<file path="config.mk">
export PLATFORM = sky130hd
export DESIGN_NAME = uart_tx_buffer_flat
export DESIGN_NICKNAME = d
export VERILOG_FILES = /design/src/rtl/uart_tx_buffer_pkg.sv /design/src/rtl/uart_tx_buffer_if.sv /design/src/rtl/uart_tx_buffer_fifo.sv /design/src/rtl/uart_tx_buffer.sv /design/src/flat_wrapper.sv
export SDC_FILE = /design/constraint.sdc
export NUM_CORES = 1
export LEC_CHECK = 0
export CAP_MARGIN = 25
export CORE_MARGIN = 2
export CORE_UTILIZATION = 45
export CTS_BUF_LIST = sky130_fd_sc_hd__clkbuf_16
export DETAILED_ROUTE_END_ITERATION = 10
export GPL_TIMING_DRIVEN = 0
export HOLD_SLACK_MARGIN = 0.03
export SLEW_MARGIN = 25
export SYNTH_ARGS = -nofsm -noshare
export SYNTH_HDL_FRONTEND = slang
export SYNTH_SLANG_ARGS = --single-unit
</file>
<file path="constraint.sdc">
create_clock -name clk -period 3.9 [get_ports clk]
set_input_delay 0.39 -clock clk [delete_from_list [all_inputs] [get_ports clk]]
set_output_delay 0.39 -clock clk [all_outputs]
set_load 0.01 [all_outputs]
</file>
<file path="src/rtl/uart_tx_buffer_pkg.sv">
// Shared constants for the UART transmit buffer: default depth, drain FSM states
// and the CR/LF byte values used by the optional line-ending expansion.
package uart_tx_buffer_pkg;

    localparam int UART_TX_BUF_DEPTH = 16;

    localparam logic [7:0] CR_BYTE = 8'h0D;
    localparam logic [7:0] LF_BYTE = 8'h0A;

    typedef enum logic [1:0] {
        ST_IDLE   = 2'd0,
        ST_LAUNCH = 2'd1,
        ST_SETTLE = 2'd2,
        ST_WAIT   = 2'd3
    } tx_state_e;

    function automatic logic is_lf(input logic [7:0] b);
        return b == LF_BYTE;
    endfunction

endpackage

</file>
<file path="src/rtl/uart_tx_buffer_if.sv">
// Bus bundle between the CPU store path / transmitter (master side) and the
// transmit buffer (slave side).
interface uart_tx_buffer_if #(
    parameter int PTR_W = 4
);
    logic             cpu_wr_en;
    logic [7:0]       cpu_wr_data;
    logic             full;
    logic [PTR_W:0]   level;
    logic             overflow;
    logic             ovf_clr;
    logic             tx_wr_en;
    logic [7:0]       tx_wr_data;
    logic             tx_busy;

    modport master (
        output cpu_wr_en, cpu_wr_data, ovf_clr, tx_busy,
        input  full, level, overflow, tx_wr_en, tx_wr_data
    );

    modport slave (
        input  cpu_wr_en, cpu_wr_data, ovf_clr, tx_busy,
        output full, level, overflow, tx_wr_en, tx_wr_data
    );

endinterface

</file>
<file path="src/rtl/uart_tx_buffer_fifo.sv">
// Synchronous byte FIFO: pointer-wrapped storage with occupancy counter.
// Full/empty come from the level, so wrapped pointers never need comparing.
module uart_tx_buffer_fifo #(
    parameter int DEPTH = 16,
    parameter int WIDTH = 8,
    parameter int PTR_W = $clog2(DEPTH)
) (
    input  logic             clk,
    input  logic             rst,
    input  logic             push_i,
    input  logic [WIDTH-1:0] wr_data_i,
    input  logic             pop_i,
    output logic [WIDTH-1:0] rd_data_o,
    output logic [PTR_W:0]   level_o,
    output logic             full_o,
    output logic             empty_o
);

    logic [WIDTH-1:0] mem_q [DEPTH];
    logic [PTR_W-1:0] wr_ptr_q, wr_ptr_d;
    logic [PTR_W-1:0] rd_ptr_q, rd_ptr_d;
    logic [PTR_W:0]   level_q, level_d;
    logic             push_ok;
    logic             pop_ok;

    assign full_o    = (level_q == (PTR_W+1)'(DEPTH));
    assign empty_o   = (level_q == '0);
    assign level_o   = level_q;
    assign rd_data_o = mem_q[rd_ptr_q];

    // A push while full is refused even when a pop happens in the same cycle.
    assign push_ok = push_i && !full_o;
    assign pop_ok  = pop_i && !empty_o;

    always_comb begin
        wr_ptr_d = wr_ptr_q;
        rd_ptr_d = rd_ptr_q;
        level_d  = level_q;
        if (push_ok) wr_ptr_d = wr_ptr_q + 1'b1;
        if (pop_ok)  rd_ptr_d = rd_ptr_q + 1'b1;
        case ({push_ok, pop_ok})
            2'b10:   level_d = level_q + 1'b1;
            2'b01:   level_d = level_q - 1'b1;
            default: level_d = level_q;
        endcase
    end

    always_ff @(posedge clk or posedge rst) begin
        if (rst) begin
            wr_ptr_q <= '0;
            rd_ptr_q <= '0;
            level_q  <= '0;
        end else begin
            wr_ptr_q <= wr_ptr_d;
            rd_ptr_q <= rd_ptr_d;
            level_q  <= level_d;
        end
    end

    always_ff @(posedge clk) begin
        if (push_ok) mem_q[wr_ptr_q] <= wr_data_i;
    end

endmodule

</file>
<file path="src/rtl/uart_tx_buffer.sv">
// UART transmit buffer: FIFO between CPU stores and the serial transmitter, with
// a drain FSM pacing on tx_busy. Define UART_TX_CRLF_EN to expand LF into CR,LF.
//
// state  | meaning
// IDLE   | waiting for data and an idle transmitter
// LAUNCH | tx_wr_en pulse is on the bus
// SETTLE | transmitter is raising busy
// WAIT   | waiting for transmitter busy to drop
module uart_tx_buffer
    import uart_tx_buffer_pkg::*;
#(
    parameter int DEPTH = UART_TX_BUF_DEPTH,
    parameter int PTR_W = $clog2(DEPTH)
) (
    input  logic              clk,
    input  logic              rst,
    uart_tx_buffer_if.slave   bus
);

    tx_state_e      state_q, state_d;
    logic           tx_wr_en_q, tx_wr_en_d;
    logic [7:0]     tx_wr_data_q, tx_wr_data_d;
    logic           overflow_q, overflow_d;
    logic           pop;
    logic [7:0]     head;
    logic [PTR_W:0] level;
    logic           full;
    logic           empty;
`ifdef UART_TX_CRLF_EN
    logic           cr_sent_q, cr_sent_d;
`endif

    uart_tx_buffer_fifo #(
        .DEPTH (DEPTH),
        .WIDTH (8),
        .PTR_W (PTR_W)
    ) u_fifo (
        .clk       (clk),
        .rst       (rst),
        .push_i    (bus.cpu_wr_en),
        .wr_data_i (bus.cpu_wr_data),
        .pop_i     (pop),
        .rd_data_o (head),
        .level_o   (level),
        .full_o    (full),
        .empty_o   (empty)
    );

    assign bus.full       = full;
    assign bus.level      = level;
    assign bus.overflow   = overflow_q;
    assign bus.tx_wr_en   = tx_wr_en_q;
    assign bus.tx_wr_data = tx_wr_data_q;

    always_comb begin
        state_d      = state_q;
        tx_wr_en_d   = 1'b0;
        tx_wr_data_d = tx_wr_data_q;
        pop          = 1'b0;
`ifdef UART_TX_CRLF_EN
        cr_sent_d    = cr_sent_q;
`endif
        case (state_q)
            ST_IDLE: begin
                if (!empty && !bus.tx_busy) begin
                    tx_wr_en_d = 1'b1;
                    state_d    = ST_LAUNCH;
`ifdef UART_TX_CRLF_EN
                    // LF stays at the head until its CR has gone out.
                    if (is_lf(head) && !cr_sent_q) begin
                        tx_wr_data_d = CR_BYTE;
                        cr_sent_d    = 1'b1;
                    end else begin
                        tx_wr_data_d = head;
                        pop          = 1'b1;
                        if (is_lf(head)) cr_sent_d = 1'b0;
                    end
`else
                    tx_wr_data_d = head;
                    pop          = 1'b1;
`endif
                end
            end
            ST_LAUNCH: state_d = ST_SETTLE;
            ST_SETTLE: state_d = ST_WAIT;
            ST_WAIT: begin
                if (!bus.tx_busy) state_d = ST_IDLE;
            end
            default: state_d = ST_IDLE;
        endcase
    end

    // A dropped push wins over a clear in the same cycle.
    always_comb begin
        overflow_d = overflow_q;
        if (bus.cpu_wr_en && full) overflow_d = 1'b1;
        else if (bus.ovf_clr)      overflow_d = 1'b0;
    end

    always_ff @(posedge clk or posedge rst) begin
        if (rst) begin
            state_q      <= ST_IDLE;
            tx_wr_en_q   <= 1'b0;
            tx_wr_data_q <= 8'h00;
            overflow_q   <= 1'b0;
`ifdef UART_TX_CRLF_EN
            cr_sent_q    <= 1'b0;
`endif
        end else begin
            state_q      <= state_d;
            tx_wr_en_q   <= tx_wr_en_d;
            tx_wr_data_q <= tx_wr_data_d;
            overflow_q   <= overflow_d;
`ifdef UART_TX_CRLF_EN
            cr_sent_q    <= cr_sent_d;
`endif
        end
    end

endmodule

</file>
<file path="src/flat_wrapper.sv">
// flat-port wrapper written by rule: the top's interface ports become plain ports
module uart_tx_buffer_flat import uart_tx_buffer_pkg::*;
#(
    parameter int DEPTH = UART_TX_BUF_DEPTH,
    parameter int PTR_W = $clog2(DEPTH)
)
  (clk, rst, bus_cpu_wr_en, bus_cpu_wr_data, bus_ovf_clr, bus_tx_busy, bus_full, bus_level, bus_overflow, bus_tx_wr_en, bus_tx_wr_data);
  uart_tx_buffer_if #(.PTR_W(PTR_W)) bus_i ();
  input  logic clk;
  input  logic rst;
  input wire logic [$bits(bus_i.cpu_wr_en)-1:0] bus_cpu_wr_en;
  input wire logic [$bits(bus_i.cpu_wr_data)-1:0] bus_cpu_wr_data;
  input wire logic [$bits(bus_i.ovf_clr)-1:0] bus_ovf_clr;
  input wire logic [$bits(bus_i.tx_busy)-1:0] bus_tx_busy;
  output wire logic [$bits(bus_i.full)-1:0] bus_full;
  output wire logic [$bits(bus_i.level)-1:0] bus_level;
  output wire logic [$bits(bus_i.overflow)-1:0] bus_overflow;
  output wire logic [$bits(bus_i.tx_wr_en)-1:0] bus_tx_wr_en;
  output wire logic [$bits(bus_i.tx_wr_data)-1:0] bus_tx_wr_data;
  assign bus_i.cpu_wr_en = bus_cpu_wr_en;
  assign bus_i.cpu_wr_data = bus_cpu_wr_data;
  assign bus_i.ovf_clr = bus_ovf_clr;
  assign bus_i.tx_busy = bus_tx_busy;
  assign bus_full = bus_i.full;
  assign bus_level = bus_i.level;
  assign bus_overflow = bus_i.overflow;
  assign bus_tx_wr_en = bus_i.tx_wr_en;
  assign bus_tx_wr_data = bus_i.tx_wr_data;
  uart_tx_buffer #(.DEPTH(DEPTH), .PTR_W(PTR_W)) u_core (.clk(clk), .rst(rst), .bus(bus_i));
endmodule
</file>
==> flow_summary.yaml, run 1 <==
timing:
  grt_setup_unrepaired: "false"
  fmax_mhz: 305
  worstMarginPinSlew_ns: 0.825
  min_period_ns: 3.28
  finalMaxSlewViolations: 0
  finClkSkew_ns: 0.00852
  timing.final.crit_share_pct: 84.1
  final.setup.tns_ns: 0
  setup_viol: 0
  hold_violations: 0
  slew_headroom_pct: 44.8
clocking:
  numCtsBuffers: 17
  clk_latency_ns: 0.42
  cts_tree: "yes"
  cts_buffer_depth: 2
  cts.repair.resized: 0
  clk_pin_slew_ns: 0.06
  h-tree-depth: 4
  clock-sinks: 153
  cts-root-buf: "clkbuf_16"
  postCtsHoldBufs: 0
  postCtsSetupRepairBufs: 0
drt:
  wl_per_cell_um: 20.6
  drt_iter0_markers: 217
  dr.pass1.iters: 4
  vias: 3002
  ant_nets: 0
  viasPerCell: 5.29
  drc: 0
  wl_um: 11700
final_layout:
  syn2layout_area_growth_pct: 17.8
  nNetsFinal: 402
  drive_gt1_share_pct: 17.3
  layout_commonest_cell: "edfxtp_1"
  diodes: 0
  fin_util_pct: 53.5
  mostFrequentLayoutCells: "edfxtp_1 (128), clkdlybuf4s50_1 (28), dfrtp_1 (25), mux4_1 (24), clkbuf_16 (17)"
worst_setup_path:
  crit_top_cell: "inv_1"
  end_kind: "flip-flop"
  crit_type: "flip-flop to flip-flop"
  startpoint_type: "flip-flop"
  worstPathRequired_ns: 4.20
  reg2reg_depth: 13
  worstPathCellList: "nor4_2 > nand2_1 > and2_1 > buf_2 > inv_1 > ha_1 > inv_1 > fa_1 > nor2b_1 > o21ai_0 > nand3_1 > or3b_2 > xnor2_1"
  reg2reg_to: "u_core.u_fifo.level_o[4]"
  cpPeakStageDelay_ns: 0.50
  rrSetupSlack_ns: 0.62
  reg2reg_from: "u_core.u_fifo.level_o[0]"
  arrival_ns: 3.58
  worstPathMaxFanout: 9
  critPathSlowestCell: "nor4_2"
floorplan:
  pin_count: 29
  die_w_um: 122
  die-area_sq_mm: 0.0148
  die-height_um: 122
  design.core.area_sq_mm: 0.0137
  fp-row-count: 43
  start_util_pct: 45.4
power_and_ir_drop:
  leakage_nw: 2.56
  power_frac_clock_pct: 30.1
  power_frac_seq_pct: 40.6
  comb_power_share_pct: 29.3
  power.switching_mw: 1.55
  pwr_density_cell_mw_per_mm2: 728
  switching_share_pct: 29.1
  vdd_drop_max_v: 0.000385
  p_int_mw: 3.79
global_route:
  grt_pass1_wl_um: 17900
  gr-usage-all-layers_pct: 17.2
  grt_pass1_vias: 3061
  antenna_found_initial: 0
  grt_max_degree: 26
  overflow: 0
synth:
  avgSynthCellArea_sq_um: 19.0
  synthCells: 328
  yosysWarnings: 0
  yosysSeqAreaShare_pct: 71.7
  ys_ff_latch: 153
  synthesis.area_sq_mm: 0.00623
  syn_nets: 355
  synth.distinct_cells: 33
outcome:
  outcome: "complete, no violations"
flow_run:
  maxCapViolations: 0
worst_hold_path:
  holdCritPathClass: "input port to asynchronous set/reset pin"
placed_design:
  dp_hpwl_um: 7520
  place_congestion: 0.746
  numPortBuffers: 28
[per-stage QoR]
step / hold slack (ns) / setup slack (ns) / total power, mW / cells / cell area, sq um
2_1_floorplan: 0.417 / 0.968 / 3.23 / 328 / 6230
3_3_place_gp: 0.503 / 0.471 / 3.74 / 536 / 6740
3_5_place_dp: 0.497 / 0.427 / 3.79 / 536 / 6760
4_1_cts: 0.512 / 0.549 / 5.40 / 567 / 7340
5_1_grt: 0.401 / 0.291 / 5.61 / 567 / 7340
6_report: 0.349 / 0.621 / 5.34 / 567 / 7340
[power groups by stage]
stage	logic, mW	clock network [mW]	registers [mW]
3_3_place_gp	1.55	0	2.19
2_1_floorplan	1.03	0	2.20
4_1_cts	1.60	1.63	2.17
5_1_grt	1.72	1.70	2.20
3_5_place_dp	1.59	0	2.20
6_report	1.57	1.61	2.17
[cells by family after synthesis]
logic type	count (synthesis)	share of synthesized area (%)
DFF	153	71.7
muxes	43	15.0
and+or+nand+nor	41	3.25
AOI/OAI and AO/OA	37	3.39
buffers and inverters	30	2.33
adders and majority gates	14	2.93
xor gates and xnor gates	10	1.41
[final cells by class]
class	count	area (sq um)
clock inverter	14	159
sequential	153	4470
inverter	13	48.8
multi-input combinational	145	1640
clock buffer	17	425
fill	1074	6380
tap	180	225
buffer	17	96.3
timing repair buffer	28	280
[metal layers]
metal	wire length [um]	share of wire, %	global-route usage (%)
met4	217	1.9	6.25
met2	5700	49	27.0
met3	401	3.4	3.93
met5	0	0	0
met1	5350	46	23.9
[cell usage after synthesis, drive strengths merged]
cell,number,share of area [%]
nand2b,4,0.40
nor2,13,0.78
nand2,11,0.74
o22ai,16,1.6
nand3,1,0.080
nor2b,1,0.10
fa,1,0.32
buf,13,1.3
ha,13,2.6
or3b,1,0.14
dfrtp,25,10
mux2i,1,0.16
and2,1,0.10
edfxtp,128,62
a21oi,15,1.2
o21ai,4,0.32
inv,13,0.78
mux4,32,13
or2,1,0.10
nand4,2,0.20
a21o,1,0.12
nor3,5,0.40
clkbuf,4,0.24
a22o,1,0.14
xor2,3,0.42
nor4,1,0.20
mux2,10,1.8
xnor2,7,0.98
[sequential cells by signal (all words and copies together), names as in the netlist]
register and flops:
u_core.bus.overflow 1, u_core.bus.tx_wr_data 8, u_core.bus.tx_wr_en 1, u_core.state_q 2, u_core.u_fifo.level_o 5, u_core.u_fifo.mem_q 128, u_core.u_fifo.rd_ptr_q 4, u_core.u_fifo.wr_ptr_q 4
[worst max-delay path, delay by kind of cell, from the launching register on]
| kind | cells | cell delay (ns) |
|---|---|---|
| buf+inv | 3 | 0.38 |
| compound gates | 1 | 0.11 |
| fa+ha+maj | 2 | 0.65 |
| flops | 1 | 0.44 |
| xor+xnor | 1 | 0.14 |
| simple gates | 6 | 1.47 |
[worst max path at each step]
| stage | cells past startpoint | start | to | slack (ns) |
|---|---|---|---|---|
| global placement | 12 | bus_tx_busy | u_core.u_fifo.level_o[4] | 0.47 |
| detailed placement | 12 | bus_tx_busy | u_core.u_fifo.level_o[4] | 0.43 |
| global route | 13 | u_core.u_fifo.level_o[0] | u_core.u_fifo.level_o[4] | 0.29 |
| finish | 13 | u_core.u_fifo.level_o[0] | u_core.u_fifo.level_o[4] | 0.62 |
| floorplan | 13 | u_core.u_fifo.level_o[0] | u_core.u_fifo.level_o[4] | 0.97 |
| CTS | 13 | u_core.u_fifo.level_o[0] | u_core.u_fifo.level_o[4] | 0.55 |
No activity file was read; power rests on OpenSTA's default activity.
==> run 2: changes to the inputs <==
clock period = 3 ns   (was 3.9 ns; I/O delays follow)
==> flow_summary.yaml, run 2 (same netlist as run 1, synthesis figures left out) <==
worst_setup_path:
  cpPeakStageDelay_ns: 0.40
  end_kind: "flip-flop"
  critPathSlowestCell: "a21oi_4"
  crit_type: "flip-flop to flip-flop"
  rrSetupSlack_ns: 0.17
  worstPathMaxFanout: 13
  worstPathRequired_ns: 3.30
  worstPathCellList: "inv_1 > ha_1 > nand2b_1 > a21oi_4 > ha_4 > inv_2 > fa_2 > nor2b_1 > o21ai_1 > nand3_1 > or3b_4 > xnor2_1"
  startpoint_type: "flip-flop"
  arrival_ns: 3.13
power_and_ir_drop:
  finalPower_mw: 7.05
  leakage_nw: 2.59
  switching_share_pct: 29.2
  vdd_drop_max_v: 0.000502
  p_int_mw: 4.99
  power_frac_seq_pct: 40.0
  power.switching_mw: 2.06
  pwr_density_cell_mw_per_mm2: 948
  power_frac_clock_pct: 29.6
  comb_power_share_pct: 30.3
floorplan:
  die_w_um: 122
  die-height_um: 122
  design.core.area_sq_mm: 0.0137
  start_util_pct: 45.4
  die-area_sq_mm: 0.0148
  fp-row-count: 43
  pin_count: 29
timing:
  finClkSkew_ns: 0.00873
  whs_ns: 0.260
  setup_viol: 0
  fmax_mhz: 353
  finalMaxSlewViolations: 0
  slew_headroom_pct: 45.1
  min_period_ns: 2.83
  hold_violations: 0
  timing.final.crit_share_pct: 94.4
  worstMarginPinSlew_ns: 0.820
clocking:
  h-tree-depth: 4
  clk_pin_slew_ns: 0.06
  cts_tree: "yes"
  numCtsBuffers: 17
  cts_buffer_depth: 2
  cts-root-buf: "clkbuf_16"
  clk_latency_ns: 0.42
  clock-sinks: 153
final_layout:
  top_register: "u_core.u_fifo.mem_q"
  largest_register_ffs: 128
  nNetsFinal: 407
  mostFrequentLayoutCells: "edfxtp_1 (128), clkdlybuf4s50_1 (28), mux4_1 (24), dfrtp_1 (24), clkbuf_16 (17)"
  syn2layout_area_growth_pct: 19.3
  fillers: 1064
  drive_gt1_share_pct: 20.2
  layout_commonest_cell: "edfxtp_1"
  diodes: 0
drt:
  wl_um: 11800
  vias: 3044
  top_layer_used: "met4"
  viasPerCell: 5.32
  dr_wl_met2_um: 5790
  dr.pass1.iters: 4
  wl_met1_um: 5430
  drc: 0
  wl_per_cell_um: 20.6
  wl_met3_um: 369
  ant_nets: 0
  drt_iter0_markers: 192
global_route:
  antenna_found_initial: 0
  grt_pass1_wl_um: 18000
  grt_pass1_vias: 3082
  gr-usage-all-layers_pct: 17.4
  overflow: 0
  grt_max_degree: 26
placed_design:
  dp_hpwl_um: 7520
  place_congestion: 0.746
  numPortBuffers: 28
worst_hold_path:
  holdCritPathClass: "input port to asynchronous set/reset pin"
flow_run:
  maxCapViolations: 0
outcome:
  outcome: "complete, no violations"
run 2: cell count changes in the layout (fill, tap and decap cells not counted), sizes merged:
cell / change
buf: +5
run 2: final cells by class:
type | instances | area, sq um | area share (%)
sequential | 153 | 4470 | 60.2
timing repair buffer | 34 | 325 | 4.38
clock inverter | 14 | 159 | 2.14
buffer | 16 | 97.6 | 1.31
clock buffer | 17 | 425 | 5.72
tap | 180 | 225 | 3.03
multi-input combinational | 145 | 1680 | 22.6
inverter | 13 | 51.3 | 0.690
run 2: timing repair:
action / CTS / global route
hold buffers: 0 / 0
setup buffers: 3 / 3
pin swaps: 1 / 4
endpoints found under the setup margin: 1 / 1
resized for setup: 5 / 12
run 2: per-stage QoR:
stage / setup TNS, ns / util, % / setup slack (ns) / area (sq um) / std cells
finish: 0 / 54.2 / 0.167 / 7430 / 572
global route: -0.00760 / 54.2 / -0.00760 / 7430 / 572
CTS: 0 / 53.8 / 0.00358 / 7380 / 570
detailed placement: -0.383 / 49.3 / -0.383 / 6760 / 536
global placement: -0.339 / 49.1 / -0.339 / 6740 / 536
floorplan: 0 / - / 0.0679 / 6230 / 328
run 2: layer usage:
layer,vias to the layer above,track usage (%)
met2,58,27.5
met3,15,3.93
met5,-,0
met1,1549,24.0
li1,1422,-
met4,0,6.25
run 2: critical path: cells and delay by family, from the launching register on:
family / cells / cell delay [ns]
fa+ha+maj: 3 / 0.83
compound gates: 2 / 0.49
buf+inv: 2 / 0.18
simple gates: 4 / 0.69
xor+xnor: 1 / 0.13
flops: 1 / 0.38
run 2: path summary, 6_finish.rpt:
kind                                             to                start  cells after the start
min in group clk                u_core.bus.overflow          bus_ovf_clr                      3
setup / recovery           u_core.u_fifo.level_o[4]    u_core.state_q[0]                     12
max in group asynchronous  u_core.u_fifo.level_o[0]                  rst                      2
hold / removal                  u_core.bus.overflow                  rst                      2
setup reg to reg           u_core.u_fifo.level_o[4]    u_core.state_q[0]                     12
hold reg to reg                 u_core.bus.overflow  u_core.bus.overflow                      1
run 2: power groups by stage:
| stage | combinational, mW | clock, mW | sequential (mW) |
|---|---|---|---|
| 2_1_floorplan | 1.34 | 0 | 2.86 |
| 3_3_place_gp | 2.02 | 0 | 2.85 |
| 3_5_place_dp | 2.06 | 0 | 2.86 |
| 4_1_cts | 2.12 | 2.12 | 2.82 |
| 5_1_grt | 2.33 | 2.21 | 2.86 |
| 6_report | 2.14 | 2.09 | 2.82 |
==> run 3: changes to the inputs <==
clock period = 3.51 ns   (was 3 ns; I/O delays follow)
==> flow_summary.yaml, run 3 (same netlist as run 1, synthesis figures left out) <==
worst_hold_path:
  holdCritPathClass: "input port to asynchronous set/reset pin"
clocking:
  numCtsBuffers: 17
  h-tree-depth: 4
  cts-root-buf: "clkbuf_16"
  postCtsHoldBufs: 0
  cts.repair.resized: 0
  cts_tree: "yes"
  clk_latency_ns: 0.42
  cts_buffer_depth: 2
  clk_pin_slew_ns: 0.06
  clock-sinks: 153
  postCtsSetupRepairBufs: 0
drt:
  wl_per_cell_um: 20.6
  ant_nets: 0
  dr.pass1.iters: 4
  drt_iter0_markers: 214
  wl_um: 11700
  vias: 3004
  viasPerCell: 5.30
  drc: 0
final_layout:
  drive_gt1_share_pct: 17.3
  largest_register_ffs: 128
  fillers: 1073
  diodes: 0
  syn2layout_area_growth_pct: 17.9
  mostFrequentLayoutCells: "edfxtp_1 (128), clkdlybuf4s50_1 (28), dfrtp_1 (25), mux4_1 (24), clkbuf_16 (17)"
  top_register: "u_core.u_fifo.mem_q"
  nNetsFinal: 402
  layout_commonest_cell: "edfxtp_1"
placed_design:
  preCtsSetupSlack_ns: 0.0756
  dp_hpwl_um: 7520
  numPortBuffers: 28
  place_congestion: 0.746
timing:
  whs_ns: 0.309
  grt_setup_unrepaired: "false"
  setup_slack_ns: 0.280
  final.setup.tns_ns: 0
  hold_violations: 0
  finClkSkew_ns: 0.00849
  fmax_mhz: 310
  setup_viol: 0
  slew_headroom_pct: 44.8
  timing.final.crit_share_pct: 92.0
  worstMarginPinSlew_ns: 0.825
  finalMaxSlewViolations: 0
  min_period_ns: 3.23
floorplan:
  die-height_um: 122
  die-area_sq_mm: 0.0148
  start_util_pct: 45.4
  fp-row-count: 43
  die_w_um: 122
  pin_count: 29
  design.core.area_sq_mm: 0.0137
worst_setup_path:
  critPathSlowestCell: "or3b_2"
  worstPathRequired_ns: 3.81
  end_kind: "flip-flop"
  crit_start: "u_core.state_q[0]"
  startpoint_type: "flip-flop"
  arrival_ns: 3.53
  reg2reg_from: "u_core.state_q[0]"
  worstPathCellList: "inv_1 > ha_1 > nand2b_1 > a21oi_1 > buf_2 > ha_1 > inv_1 > fa_1 > nor2b_1 > o21ai_0 > nand3_1 > or3b_2 > xnor2_1"
  worstPathMaxFanout: 10
  cpPeakStageDelay_ns: 0.46
  crit_type: "flip-flop to flip-flop"
global_route:
  grt_pass1_wl_um: 17900
  antenna_found_initial: 0
  gr-usage-all-layers_pct: 17.2
  grt_max_degree: 26
  grt_pass1_vias: 3061
  overflow: 0
flow_run:
  maxCapViolations: 0
power_and_ir_drop:
  vdd_drop_max_v: 0.000428
  leakage_nw: 2.56
  pwr_density_cell_mw_per_mm2: 809
  finalPower_mw: 5.95
outcome:
  outcome: "complete, no violations"
[run 3: cell count changes in the layout (fill, tap and decap cells not counted), sizes merged]
cell | previous run | this run
buf | 18 | 13
[run 3: worst paths after layout]
path / end / slack, ns / cells after the start
hold / removal: u_core.bus.overflow / 0.31 / 2
max in group asynchronous: u_core.u_fifo.wr_ptr_q[3] / 2.83 / 2
setup reg to reg: u_core.u_fifo.level_o[4] / 0.28 / 13
setup / recovery: u_core.u_fifo.level_o[4] / 0.28 / 13
min in group clk: u_core.bus.overflow / 0.51 / 1
hold reg to reg: u_core.bus.overflow / 0.51 / 1
[run 3: worst max-delay path, delay by kind of cell, from the launching register on]
kind	cells	cell delay, ns
adders and majority gates	3	0.89
and+or+nand+nor	4	0.76
buffers and inverters	3	0.54
AOI/OAI and AO/OA	2	0.41
DFF	1	0.38
xor gates and xnor gates	1	0.14
[run 3: cell type report]
type                    instances  area (sq um)  share of cell area (%)
plain buffers                  17          96.3                    1.31
clock buffers                  17           425                    5.79
clock inverters                14           159                    2.16
inverters                      13          48.8                   0.664
multi-input cells             145          1650                    22.4
flip-flops and latches        153          4470                    60.8
well taps                     180           225                    3.06
repair buffers                 28           280                    3.81
[run 3: routing by layer]
| metal | vias up | GRT usage (%) | wire [um] | share of wire (%) |
|---|---|---|---|---|
| met5 | - | 0 | 0 | 0 |
| met4 | 0 | 6.25 | 217 | 1.9 |
| met3 | 15 | 3.93 | 403 | 3.4 |
| met2 | 56 | 27.0 | 5740 | 49 |
| met1 | 1522 | 23.9 | 5330 | 46 |
| li1 | 1411 | - | - | - |
[run 3: metrics by stage]
stage          utilization (%)  std cells  cell area (sq um)
2_1_floorplan                -        328               6230
3_3_place_gp              49.1        536               6740
3_5_place_dp              49.3        536               6760
4_1_cts                   53.5        567               7340
5_1_grt                   53.6        567               7350
6_report                  53.6        567               7350
[run 3: power by group]
group / total [mW] / internal (mW) / switching [mW]
clock: 1.79 / 1.10 / 0.682
combinational: 1.75 / 0.842 / 0.904
sequential: 2.42 / 2.27 / 0.149
total: 5.95 / 4.21 / 1.74
